<file path="config.mk">
export PLATFORM = sky130hd
export DESIGN_NAME = data_memory_arbiter_flat
export DESIGN_NICKNAME = d
export VERILOG_FILES = /design/src/rtl/data_memory_arbiter_if.sv /design/src/rtl/data_memory_arbiter.sv /design/src/flat_wrapper.sv
export SDC_FILE = /design/constraint.sdc
export NUM_CORES = 1
export LEC_CHECK = 0
export BUFFER_PORTS_ARGS = -buffer_cell sky130_fd_sc_hd__buf_2
export CAP_MARGIN = 20
export CORE_AREA = 3 3 117 119
export DETAILED_ROUTE_END_ITERATION = 12
export DIE_AREA = 0 0 120 122
export PLACE_DENSITY_LB_ADDON = 0.12
export SYNTH_ARGS = -nofsm -noshare
export SYNTH_HDL_FRONTEND = slang
export SYNTH_SLANG_ARGS = --single-unit
</file>
<file path="constraint.sdc">
create_clock -name clk -period 3.2 [get_ports clk]
set_input_delay 0 -clock clk [delete_from_list [all_inputs] [get_ports clk]]
set_output_delay 0 -clock clk [all_outputs]
set_load 0.01 [all_outputs]
</file>
<file path="src/rtl/data_memory_arbiter_if.sv">
// Request/response bus between the two data-memory requesters and the arbiter.
// Port 0 is the CPU load/store path, port 1 the loader/debug path.
interface data_memory_arbiter_if #(
    parameter int DATA_WIDTH = 32
);
    logic [1:0]            req_valid;
    logic [1:0]            req_ready;
    logic [1:0]            req_write;
    logic [1:0]            req_lock;
    logic [DATA_WIDTH-1:0] req_addr0;
    logic [DATA_WIDTH-1:0] req_addr1;
    logic [DATA_WIDTH-1:0] req_wdata0;
    logic [DATA_WIDTH-1:0] req_wdata1;
    logic [1:0]            resp_valid;
    logic [DATA_WIDTH-1:0] resp_rdata0;
    logic [DATA_WIDTH-1:0] resp_rdata1;

    // Requester side
    modport master (
        output req_valid, req_write, req_lock,
        output req_addr0, req_addr1, req_wdata0, req_wdata1,
        input  req_ready, resp_valid, resp_rdata0, resp_rdata1
    );

    // Arbiter side
    modport slave (
        input  req_valid, req_write, req_lock,
        input  req_addr0, req_addr1, req_wdata0, req_wdata1,
        output req_ready, resp_valid, resp_rdata0, resp_rdata1
    );
endinterface

</file>
<file path="src/rtl/data_memory_arbiter.sv">
// Two-port arbiter in front of the single-port data memory.
// Round-robin with a bounded burst lock; grant and memory drive are
// combinational, each port gets a registered response one cycle later.
module data_memory_arbiter #(
    parameter int DATA_WIDTH = 32,
    parameter int MAX_BURST  = 4
) (
    input  logic                  clk,
    input  logic                  reset,
    data_memory_arbiter_if.slave  bus,
    output logic [DATA_WIDTH-1:0] mem_address,
    output logic [DATA_WIDTH-1:0] mem_data_in,
    output logic                  mem_write_enable,
    input  logic [DATA_WIDTH-1:0] mem_data_out
);
    localparam int BW = $clog2(MAX_BURST + 1);
    localparam logic [BW-1:0] BURST_MAX = BW'(MAX_BURST);
    localparam logic [BW-1:0] BURST_ONE = BW'(1);

    logic          last_grant, last_grant_nxt;
    logic          owner, owner_nxt;
    logic [BW-1:0] burst_count, burst_nxt;
    logic          gnt_vld, gnt_port;

    // Arbitration: single requester wins; on a tie the locked owner keeps the
    // grant until its burst budget is spent, otherwise alternate.
    always_comb begin
        gnt_vld  = 1'b0;
        gnt_port = 1'b0;
        case (bus.req_valid)
            2'b01: gnt_vld = 1'b1;
            2'b10: begin
                gnt_vld  = 1'b1;
                gnt_port = 1'b1;
            end
            2'b11: begin
                gnt_vld = 1'b1;
                if (bus.req_lock[owner] && (burst_count < BURST_MAX))
                    gnt_port = owner;
                else
                    gnt_port = ~last_grant;
            end
            default: ;
        endcase
    end

    // Arbitration state register; last_grant resets to 1 so port 0 wins the first tie
    always_ff @(posedge clk or posedge reset) begin
        if (reset) begin
            last_grant  <= 1'b1;
            owner       <= 1'b0;
            burst_count <= '0;
        end else begin
            last_grant  <= last_grant_nxt;
            owner       <= owner_nxt;
            burst_count <= burst_nxt;
        end
    end

    // Next state: count consecutive grants to the owner, restart on a new owner,
    // and drop to zero on any idle cycle so a lock never survives a gap.
    always_comb begin
        last_grant_nxt = last_grant;
        owner_nxt      = owner;
        burst_nxt      = '0;
        if (gnt_vld) begin
            last_grant_nxt = gnt_port;
            if ((gnt_port == owner) && (burst_count != '0)) begin
                burst_nxt = (burst_count == BURST_MAX) ? BURST_MAX : burst_count + BURST_ONE;
            end else begin
                owner_nxt = gnt_port;
                burst_nxt = BURST_ONE;
            end
        end
    end

    // Outputs: ready and write enable are forced low while reset is high so an
    // asynchronous reset aborts an in-flight store immediately.
    always_comb begin
        bus.req_ready    = {gnt_port, ~gnt_port} & {2{gnt_vld & ~reset}};
        mem_address      = (gnt_vld && gnt_port) ? bus.req_addr1  : bus.req_addr0;
        mem_data_in      = (gnt_vld && gnt_port) ? bus.req_wdata1 : bus.req_wdata0;
        mem_write_enable = gnt_vld && !reset && bus.req_write[gnt_port];
    end

    // Response: capture the pre-edge read word for whichever port was accepted
    always_ff @(posedge clk or posedge reset) begin
        if (reset) begin
            bus.resp_valid  <= 2'b00;
            bus.resp_rdata0 <= '0;
            bus.resp_rdata1 <= '0;
        end else begin
            bus.resp_valid <= bus.req_ready;
            if (bus.req_ready[0]) bus.resp_rdata0 <= mem_data_out;
            if (bus.req_ready[1]) bus.resp_rdata1 <= mem_data_out;
        end
    end
endmodule

</file>
<file path="src/flat_wrapper.sv">
// flat-port wrapper written by rule: the top's interface ports become plain ports
module data_memory_arbiter_flat 
#(
    parameter int DATA_WIDTH = 32,
    parameter int MAX_BURST  = 4
)
  (clk, reset, mem_address, mem_data_in, mem_write_enable, mem_data_out, bus_req_valid, bus_req_write, bus_req_lock, bus_req_addr0, bus_req_addr1, bus_req_wdata0, bus_req_wdata1, bus_req_ready, bus_resp_valid, bus_resp_rdata0, bus_resp_rdata1);
  data_memory_arbiter_if #(.DATA_WIDTH(DATA_WIDTH)) bus_i ();
  input  logic clk;
  input  logic reset;
  output logic [DATA_WIDTH-1:0] mem_address;
  output logic [DATA_WIDTH-1:0] mem_data_in;
  output logic mem_write_enable;
  input  logic [DATA_WIDTH-1:0] mem_data_out;
  input wire logic [$bits(bus_i.req_valid)-1:0] bus_req_valid;
  input wire logic [$bits(bus_i.req_write)-1:0] bus_req_write;
  input wire logic [$bits(bus_i.req_lock)-1:0] bus_req_lock;
  input wire logic [$bits(bus_i.req_addr0)-1:0] bus_req_addr0;
  input wire logic [$bits(bus_i.req_addr1)-1:0] bus_req_addr1;
  input wire logic [$bits(bus_i.req_wdata0)-1:0] bus_req_wdata0;
  input wire logic [$bits(bus_i.req_wdata1)-1:0] bus_req_wdata1;
  output wire logic [$bits(bus_i.req_ready)-1:0] bus_req_ready;
  output wire logic [$bits(bus_i.resp_valid)-1:0] bus_resp_valid;
  output wire logic [$bits(bus_i.resp_rdata0)-1:0] bus_resp_rdata0;
  output wire logic [$bits(bus_i.resp_rdata1)-1:0] bus_resp_rdata1;
  assign bus_i.req_valid = bus_req_valid;
  assign bus_i.req_write = bus_req_write;
  assign bus_i.req_lock = bus_req_lock;
  assign bus_i.req_addr0 = bus_req_addr0;
  assign bus_i.req_addr1 = bus_req_addr1;
  assign bus_i.req_wdata0 = bus_req_wdata0;
  assign bus_i.req_wdata1 = bus_req_wdata1;
  assign bus_req_ready = bus_i.req_ready;
  assign bus_resp_valid = bus_i.resp_valid;
  assign bus_resp_rdata0 = bus_i.resp_rdata0;
  assign bus_resp_rdata1 = bus_i.resp_rdata1;
  data_memory_arbiter #(.DATA_WIDTH(DATA_WIDTH), .MAX_BURST(MAX_BURST)) u_core (.clk(clk), .reset(reset), .bus(bus_i), .mem_address(mem_address), .mem_data_in(mem_data_in), .mem_write_enable(mem_write_enable), .mem_data_out(mem_data_out));
endmodule
</file>
=== Word-level counts from Yosys, hierarchy flattened ===
Cells that the tools add are included.

* Add/subtract/negate cells: 1
* Order comparisons: 3
* Eq/ne operators: 5
* Muxes and demuxes: 12
* Bitwise gates (word level): 6
* Reductions and logical operators: 9

{| class="wikitable"
|+ Operator list
! kind !! number
|-
| $mux 32 || 2
|-
| $mux 3 || 3
|-
| $mux 1 || 6
|-
| $logic_and 1x1->1 || 5
|-
| $eq 2x2->1 const B || 2
|-
| $lt 1x2->1 const B || 2
|-
| $not 1->1 || 4
|-
| $add 3x1->3 const B || 1
|-
| $eq 3x3->1 const B || 1
|-
| $lt 3x3->1 const B || 1
|-
| $reduce_bool 3->1 || 1
|-
| $reduce_or 3->1 || 1
|-
| $and 2x2->2 || 1
|-
| $eq 2x1->1 const B || 1
|-
| $pmux 1 s2 || 1
|-
| $reduce_and 2->1 || 1
|-
| $and 1x1->1 || 1
|-
| $eq 1x1->1 || 1
|-
| $logic_not 1->1 || 1
|}

* Bits in registers: 71
* Bits of input ports: 168
* Logic and storage cells: 42

=== Logic depth before layout (Yosys ltp) ===
Gate-level depths: netlist of the first run.

* Word-level depth: 9
* Depth in mapped cells: 6
* Depth with buffers taken out: 6

=== Worst setup path after synthesis of the first run ===
OpenSTA, ideal clock, no wires.

* Kind: input port to flip-flop
* Start point: input reset
* End point: register u_core.bus.resp_rdata1[0]
* Library setup time: 0.121 ns
* Data arrival time: 2.491 ns
* Required time: 3.079 ns
* Slack: 0.588 ns
* Cell stages on the path: 4
* Cells stage by stage: inv_1 -> o211ai_1 -> buf_2 -> a22o_1

* Word-level cells in the longest chain between the ends: 3

{| class="wikitable"
|+ Ends and longest elaborated chain
! element !! line !! RTL
|-
| from (decl) || flat_wrapper.sv:10 || <nowiki>input logic reset;</nowiki>
|-
| $not 1->1 || data_memory_arbiter.sv:80 || <nowiki>bus.req_ready = {gnt_port, ~gnt_port} & {2{gnt_vld & ~reset}};</nowiki>
|-
| $and 1x1->1 || data_memory_arbiter.sv:80 ||
|-
| $and 2x2->2 || data_memory_arbiter.sv:80 ||
|-
| to (signal assigned) || data_memory_arbiter.sv:95 || <nowiki>if (bus.req_ready[1]) bus.resp_rdata1 <= mem_data_out;</nowiki>
|-
| to (decl) || data_memory_arbiter_if.sv:29 || <nowiki>output req_ready, resp_valid, resp_rdata0, resp_rdata1</nowiki>
|}

Every way passes these cells.
A chain may end at the register's enable or synchronous reset.

=== Worst setup path in the final report of the first run ===
* Start point: register u_core.burst_count[2]
* End point: output mem_write_enable

* Word-level cells in the longest chain between the ends: 7

{| class="wikitable"
|+ Ends and longest elaborated chain
! element !! line !! RTL
|-
| from (decl) || data_memory_arbiter.sv:22 || <nowiki>logic [BW-1:0] burst_count, burst_nxt;</nowiki>
|-
| from (signal assigned) || data_memory_arbiter.sv:56 || <nowiki>burst_count <= burst_nxt;</nowiki>
|-
| $lt 3x3->1 || data_memory_arbiter.sv:38 || <nowiki>if (bus.req_lock[owner] && (burst_count < BURST_MAX))</nowiki>
|-
| $logic_and 1x1->1 || data_memory_arbiter.sv:38 ||
|-
| $mux 1 || data_memory_arbiter.sv:38 ||
|-
| $pmux 1 s2 || data_memory_arbiter.sv:30 || <nowiki>case (bus.req_valid)</nowiki>
|-
| $mux 1 (implied by the code) (2 in a row) || data_memory_arbiter.sv:83 || <nowiki>mem_write_enable = gnt_vld && !reset && bus.req_write[gnt_port];</nowiki>
|-
| $logic_and 1x1->1 || data_memory_arbiter.sv:83 ||
|-
| to (decl) || flat_wrapper.sv:13 || <nowiki>output logic mem_write_enable;</nowiki>
|}

Every way passes these cells. The select of a mux whose other input is x is not followed.

==> metrics.cfg, run 1 <==
[run_status]
status=finished, final reports clean

[worst_hold_path]
min_path_type=input pin to asynchronous set/reset pin

[critical_path]
crit_family=simple AND/OR/NAND/NOR gates
crit_fanout=20
cp-end-kind=output pin
path_cells=nor2b_1 -> o31a_1 -> and2_1 -> buf_12 -> a32o_1 -> buf_2
reg2reg_setup_slack_ns=1.12
critPathMaxStageDelay_ns=0.56
required_ns=3.20
cp.arrival_ns=2.26
crit_path_start_kind=flop
critPathKind=flop to output pin
cpMaxStageDelayCell=and2_1
crit_buf_inv=2

[detailed_routing]
wire_per_inst_um=17.6
drtIter0Drc=162
firstDrtPassIters=4
ant_nets=0
drc_errors=0
vias=3549
viasPerCell=4.63
drt_wl_total_um=13500

[global_routing]
track_usage=0.170
globalRouteOverflowTotal=0
grt_max_degree=73
grt_antenna_before_repair=1
grt_pass1_vias=3657
grt_pass1_wl_um=19500

[finish]
fill_cells=1247
layout-drive-gt1-share=0.622
nNetsFinal=760
regArea_mm2=0.00178
multiInputGateArea_mm2=0.00172
diodes=0
areaGrowthSynthToFinish_pct=54.8

[sta]
fin_crit_sh=0.705
hold_viol_final=0
fmax_mhz=443
slew_headroom=0.382
maxSlewViolCount=0
setup_viol=0
worst_pin_slew_ns=0.928
finalCriticalPeriod_ns=2.26
whs_ns=0.00849
fin_tns_setup_ns=0
finClkSkew_ns=0.00504
rsz0062_at_grt=false

[placement]
hpwl_um=10400
gp_congestion=0.740
io_buffers=300

[synthesis]
yosysWarnings=0
synth-async-reset-ratio=1.00
syn_area_mm2=0.00366
synth.distinct_cells=33
synth-main-ff-cell=dfrtp_1
synthCells=293
synth_top_area_frac=0.478
synth_area_leader_cell=dfrtp_1
ys_top_cells_by_count=dfrtp_1 (70), a22o_1 (64), mux2_2 (38), nor2b_1 (34), mux2_1 (26)
synth-edff-count=0
ys_seq_area_frac=0.485
syn_nets=463
synth.area.top_cells=dfrtp_1 (48%), a22o_1 (15%), mux2_2 (12%)
ys_ff_latch=71
syn_area_per_cell_um2=12.5
synth.most_common_cell=dfrtp_1

[clock_network]
clock_path_buffers=2
hold_buffers=1
postCtsSetupBuffers=0
cts_max_level=3
cts_resized=0
cts.reportedPaths.clkPinSlew_ns=0.06
root_buffer=clkbuf_16
cts_buffers=9
cts_sinks=71
clock_latency_ns=0.32
tritoncts=built

[floorplanning]
core.rowCount=41
die-area_mm2=0.0146
fp.dieH_um=122
core_mm2=0.0127
die_w_um=120
io_pins=301
start_util=0.289

[run]
maxCapViolCount=0

[power]
p_total_mw=3.22
ir_drop_mv=0.266
p_leak_nw=3.01
power_density_mw_per_mm2=568

==> registers in the layout, indices dropped and copies added (netlist names) <==
signal / count
u_core.bus.resp_rdata0: 32
u_core.owner: 1
u_core.bus.resp_valid: 2
u_core.last_grant: 1
u_core.bus.resp_rdata1: 32
u_core.burst_count: 3
==> per-layer routing <==
metal,part of all wire,GRT usage,vias to the layer above
li1,-,-,1682
met1,0.42,0.218,1695
met2,0.49,0.276,157
met3,0.081,0.0622,13
met4,0.0084,0.0365,2
met5,0.00096,0,-
==> placed cells by master, fill, tap and decap left out, drive strengths merged, types with 2 or more instances in the layout <==
cell type  synthesis  routed
a22o              64      64
and2               2       2
and3               2       2
buf               17     308
clkbuf             6      10
clkinv             0       3
dfrtp             70      70
ha                 2       2
inv                8       9
mux2              64      64
nand2              3       3
nand2b             3       3
nor2b             34      34
o21ai              5       5
==> worst paths after layout <==
path,start,end,depth (start not counted)
setup / recovery,u_core.burst_count[2],mem_write_enable,6
hold reg to reg,u_core.bus.resp_rdata1[2],u_core.bus.resp_rdata1[2],1
setup reg to reg,u_core.burst_count[2],u_core.bus.resp_rdata0[6],5
max in group asynchronous,reset,u_core.bus.resp_rdata1[10],3
hold / removal,reset,u_core.bus.resp_rdata0[20],3
min in group clk,bus_req_valid[1],u_core.last_grant,3
==> final cells by class <==
cell class	count	share of cell area
clock buffer	10	0.0421
clock inverter	6	0.0121
inverter	8	0.00529
multi-input combinational	191	0.303
sequential	71	0.313
tap	172	0.0379
timing repair buffer	309	0.286
==> worst min-delay path, stage by stage <==
cell and delay (ns):
buf_2 0.13, inv_2 0.06, buf_4 0.70
==> stage by stage <==
step | setup slack, ns | instances | util | area, µm²
floorplan | 0.588 | 293 | - | 3660
global placement | 1.16 | 750 | 0.423 | 5350
detailed placement | 1.12 | 750 | 0.423 | 5350
CTS | 0.929 | 767 | 0.448 | 5670
global route | 0.811 | 767 | 0.448 | 5670
finish | 0.945 | 767 | 0.448 | 5670
==> cells by family (layout without fill, tap and decap cells) <==
logic type,after synthesis,after routing,share of synthesized area
xor+xnor,1,1,0.00239
flops,71,71,0.485
buf+inv,31,333,0.0485
fa+ha+maj,2,2,0.00683
mux,64,64,0.197
compound gates,79,79,0.184
simple gates,45,45,0.0765
==> power breakdown <==
group | total [mW] | switching (mW) | internal, mW
Clock | 1.02 | 0.388 | 0.628
Combinational | 1.01 | 0.495 | 0.513
Sequential | 1.20 | 0.112 | 1.08
Total | 3.22 | 0.996 | 2.23
Power figures use the tool's default switching activity.
==> inputs of run 2 (changes only) <==
==> constraint.sdc (replaced) <==
create_clock -name clk -period 2.2 [get_ports clk]
set_input_delay 0 -clock clk [delete_from_list [all_inputs] [get_ports clk]]
set_output_delay 0 -clock clk [all_outputs]
set_load 0.01 [all_outputs]
==> metrics.cfg, run 2 (synthesis gave the netlist of run 1 again) <==
[sta]
fin_crit_sh=0.951
fin_tns_setup_ns=0
slew_headroom=0.620
finClkSkew_ns=0.00937
hold_viol_final=0
whs_ns=0.0637
rsz0062_at_grt=false
setup_viol=0
maxSlewViolCount=0
setup_slack_ns=0.108
finalCriticalPeriod_ns=2.09
fmax_mhz=478
worst_pin_slew_ns=0.570

[clock_network]
root_buffer=clkbuf_16
cts_max_level=3
tritoncts=built
postCtsSetupBuffers=0
cts_sinks=71
cts_buffers=9
cts.reportedPaths.clkPinSlew_ns=0.06
clock_path_buffers=2
clock_latency_ns=0.33

[finish]
fill_cells=1221
mostFrequentLayoutCells=buf_2 (300), dfrtp_1 (70), a22o_1 (64)
stdcell_area_mm2=0.00570
stdcell_count=771
diodes=0
layout_commonest_cell=buf_2
areaGrowthSynthToFinish_pct=55.5
layout-drive-gt1-share=0.621
final_core_util=0.450
nNetsFinal=764
top_regs=u_core.bus.resp_rdata0: 32 flops, u_core.bus.resp_rdata1: 32 flops, u_core.burst_count: 3 flops

[detailed_routing]
vias=3609
drtIter0Drc=130
ant_nets=0
firstDrtPassIters=4
drc_errors=0
drt_wl_total_um=13700
viasPerCell=4.68
wire_per_inst_um=17.7

[critical_path]
path_depth=5
crit_family=flip-flops
critPathMaxStageDelay_ns=0.60
path_cells=a21oi_2 -> o21ai_4 -> clkbuf_16 -> mux2_2 -> buf_2
crit_buf_inv=2
cp.arrival_ns=2.09
required_ns=2.20
cp-end-kind=output pin
critPathKind=flop to output pin
cpMaxStageDelayCell=dfstp_2
reg2regPathDepth=5
crit_path_start_kind=flop
crit_fanout=32

[power]
power_density_mw_per_mm2=813
ir_drop_mv=0.450
p_total_mw=4.63
p_leak_nw=3.02

[run_status]
status=finished, final reports clean

[placement]
gp_congestion=0.798
placed_area_mm2=0.00536
hpwl_um=10300
dp_cells=752
io_buffers=300
pre_cts_slack_ns=0.420

[floorplanning]
core.rowCount=41
die-area_mm2=0.0146
io_pins=301
core_mm2=0.0127
start_util=0.289
fp.dieH_um=122
die_w_um=120

[global_routing]
grt_antenna_before_repair=1
track_usage=0.172
globalRouteOverflowTotal=0
grt_pass1_vias=3643
grt_pass1_wl_um=19900
grt_max_degree=65

[worst_hold_path]
hold_depth=3
min_path_type=input pin to flop

[run]
maxCapViolCount=0

[run 2: cell count changes in the layout (fill, tap and decap cells not counted)]
cell,delta
buf_4,+3
clkinv_4,-1
clkinv_2,+1
clkbuf_16,+1
nor2b_1,-1
dlygate4sd3_1,+1
nor2b_2,+1
clkbuf_1,+2
buf_12,-1
inv_2,-1
clkbuf_8,-1
[run 2: power breakdown]
group / switching, mW / total [mW] / internal, mW
logic: 0.720 / 1.47 / 0.754
registers: 0.164 / 1.74 / 1.58
clock network: 0.536 / 1.42 / 0.880
[run 2: final cells by class]
cell class              instances  area, µm²  area share
clock inverters                 5       57.6      0.0101
multi-input cells             191       1720       0.302
inverters                       8       33.8     0.00593
well taps                     172        215      0.0378
flip-flops and latches         71       1780       0.312
repair buffers                313       1660       0.291
clock buffers                  11        233      0.0408
[run 2: path summary, 6_finish.rpt]
check	startpoint	to	slack (ns)
worst max-delay path	u_core.last_grant	mem_data_in[31]	0.11
worst min-delay path	mem_data_out[22]	u_core.bus.resp_rdata1[22]	0.06
max in group asynchronous	reset	u_core.bus.resp_rdata1[26]	1.11
worst max register to register	u_core.burst_count[2]	u_core.bus.resp_rdata1[28]	0.50
min in group asynchronous	reset	u_core.bus.resp_rdata0[28]	0.21
worst min register to register	u_core.bus.resp_rdata0[29]	u_core.bus.resp_rdata0[29]	0.50
[run 2: worst register-to-register path: stages (launching register included)]
cell	delay, ns
dfrtp_1	0.42
nand2b_4	0.18
a21oi_2	0.24
o21a_1	0.40
buf_12	0.23
a22o_1	0.17
[run 2: routing by layer]
layer / vias to the layer above / global-route usage / wire, µm / share of wire
li1: 1687 / - / - / -
met3: 15 / 0.0487 / 972 / 0.071
met2: 154 / 0.277 / 6720 / 0.49
met5: - / 0 / 0 / 0
met1: 1753 / 0.230 / 5810 / 0.43
met4: 0 / 0.0394 / 159 / 0.012
[run 2: timing repair]
| action | in CTS | in global routing |
|---|---|---|
| gates resized for setup | 0 | 1 |
| hold buffers | 2 | 0 |
| endpoints found under the setup margin | 0 | 62 |
| hold endpoints to repair | 14 | 0 |
==> inputs of run 3 (changes only) <==
--- a/config.mk
+++ b/config.mk
@@ -11,6 +11,7 @@
 export DETAILED_ROUTE_END_ITERATION = 12
 export DIE_AREA = 0 0 120 122
 export PLACE_DENSITY_LB_ADDON = 0.12
+export REMOVE_ABC_BUFFERS = 1
 export SYNTH_ARGS = -nofsm -noshare
 export SYNTH_HDL_FRONTEND = slang
 export SYNTH_SLANG_ARGS = --single-unit
==> metrics.cfg, run 3 (synthesis gave the netlist of run 1 again) <==
[placement]
dp_cells=754
io_buffers=300
hpwl_um=12300
gp_congestion=0.929
pre_cts_slack_ns=0.312

[critical_path]
cp-end-kind=output pin
crit_path_start=u_core.last_grant
timing.rr.start=u_core.last_grant
required_ns=2.20
cp.arrival_ns=2.13
reg2reg_setup_slack_ns=0.40
reg2regPathDepth=4
crit_path_start_kind=flop
timing.rr.end=u_core.bus.resp_rdata0[7]
critPathKind=flop to output pin
crit_fanout=32

[floorplanning]
core.rowCount=41
die-area_mm2=0.0146
core_mm2=0.0127
fp.dieH_um=122
die_w_um=120
start_util=0.289
io_pins=301

[detailed_routing]
ant_nets=0
route.met3.wl_um=1160
viasPerCell=4.78
drt_wl_total_um=15900
drt-met1-wl_um=6340
wire_per_inst_um=20.5
top_layer=met4
drtIter0Drc=153
firstDrtPassIters=4
vias=3708
routed-wl-met2_um=8270
drc_errors=0

[power]
power_density_mw_per_mm2=827
p_leak_nw=3.05
ir_drop_mv=0.404

[clock_network]
cts_max_level=3
root_buffer=clkbuf_16
clock_path_buffers=2
cts_sinks=71
cts_buffers=9
tritoncts=built
cts.reportedPaths.clkPinSlew_ns=0.06
clock_latency_ns=0.33

[sta]
maxSlewViolCount=0
rsz0062_at_grt=false
slew_headroom=0.647
fin_crit_sh=0.968
finClkSkew_ns=0.00854
worst_pin_slew_ns=0.529
setup_slack_ns=0.0699
setup_viol=0
finalCriticalPeriod_ns=2.13
hold_viol_final=0
fmax_mhz=469

[finish]
fill_cells=1260
areaGrowthSynthToFinish_pct=57.1
regArea_mm2=0.00178
multiInputGateArea_mm2=0.00172
stdcell_count=776
nNetsFinal=769
layout_commonest_cell=buf_2
final_core_util=0.454
layout-drive-gt1-share=0.629
diodes=0
mostFrequentLayoutCells=buf_2 (300), dfrtp_1 (70), a22o_1 (64)
top_regs=u_core.bus.resp_rdata0: 32 flops, u_core.bus.resp_rdata1: 32 flops, u_core.burst_count: 3 flops

[run_status]
status=finished, final reports clean

[global_routing]
grt_pass1_wl_um=22900
grt_max_degree=43
track_usage=0.206
grt_pass1_vias=3885
grt_antenna_before_repair=0
globalRouteOverflowTotal=0

[worst_hold_path]
min_to=u_core.bus.resp_rdata1[24]
min_path_type=input pin to flop
hold_depth=3
min-delay-start=mem_data_out[24]

[run]
maxCapViolCount=0

## run 3: timing repair
| action | in CTS | in global routing |
|---|---|---|
| gates cloned | 1 | 1 |
| pin swaps | 0 | 1 |
| endpoints found under the hold margin | 72 | 0 |
| setup endpoints to repair | 6 | 51 |
| resized for setup | 0 | 3 |
| hold buffers | 2 | 0 |
| setup buffers | 0 | 2 |
## run 3: area by class of cell
type,count,area share
tap,172,0.0374
inverter,8,0.00522
clock inverter,7,0.0141
multi-input combinational,191,0.299
sequential,71,0.309
timing repair buffer,318,0.296
clock buffer,9,0.0391
## run 3: layer usage
| layer | track usage | vias up |
|---|---|---|
| li1 | - | 1703 |
| met1 | 0.250 | 1821 |
| met2 | 0.370 | 175 |
| met3 | 0.0552 | 9 |
| met4 | 0.0401 | 0 |
| met5 | 0 | - |
## run 3: through the flow
| stage | TNS (ns) | hold slack, ns | total power, mW | instance area [µm²] |
|---|---|---|---|---|
| final | 0 | 0.0625 | 4.76 | 5760 |
| after global routing | 0 | 0.0667 | 5.01 | 5760 |
| after global placement | 0 | 0.226 | 3.25 | 5350 |
| after floorplan | -205.78 | 0.0740 | 2.52 | 3520 |
| after detailed placement | 0 | 0.232 | 3.27 | 5350 |
| after CTS | -0.817 | 0.0572 | 4.79 | 5710 |
## run 3: worst max-delay path, stage by stage (launching register included)
cell	delay (ns)
dfstp_2	0.60
o21ai_2	0.12
o21ai_4	0.24
buf_12	0.24
mux2_2	0.41
buf_2	0.16
## run 3: worst max path at each step
stage                            endpoint  slack, ns  depth (start not counted)
after floorplan              u_core.owner      -2.00                          4
after global placement    mem_data_in[15]       0.34                          6
after detailed placement  mem_data_in[15]       0.31                          6
after CTS                  mem_address[6]      -0.04                          6
after global routing      mem_data_in[15]       0.02                          6
final                     mem_data_in[15]       0.07                          5
## run 3: power by group
| group | internal (mW) | total [mW] | switching, mW |
|---|---|---|---|
| Clock | 0.889 | 1.47 | 0.586 |
| Combinational | 0.772 | 1.55 | 0.782 |
| Sequential | 1.58 | 1.73 | 0.154 |
| Total | 3.24 | 4.76 | 1.52 |
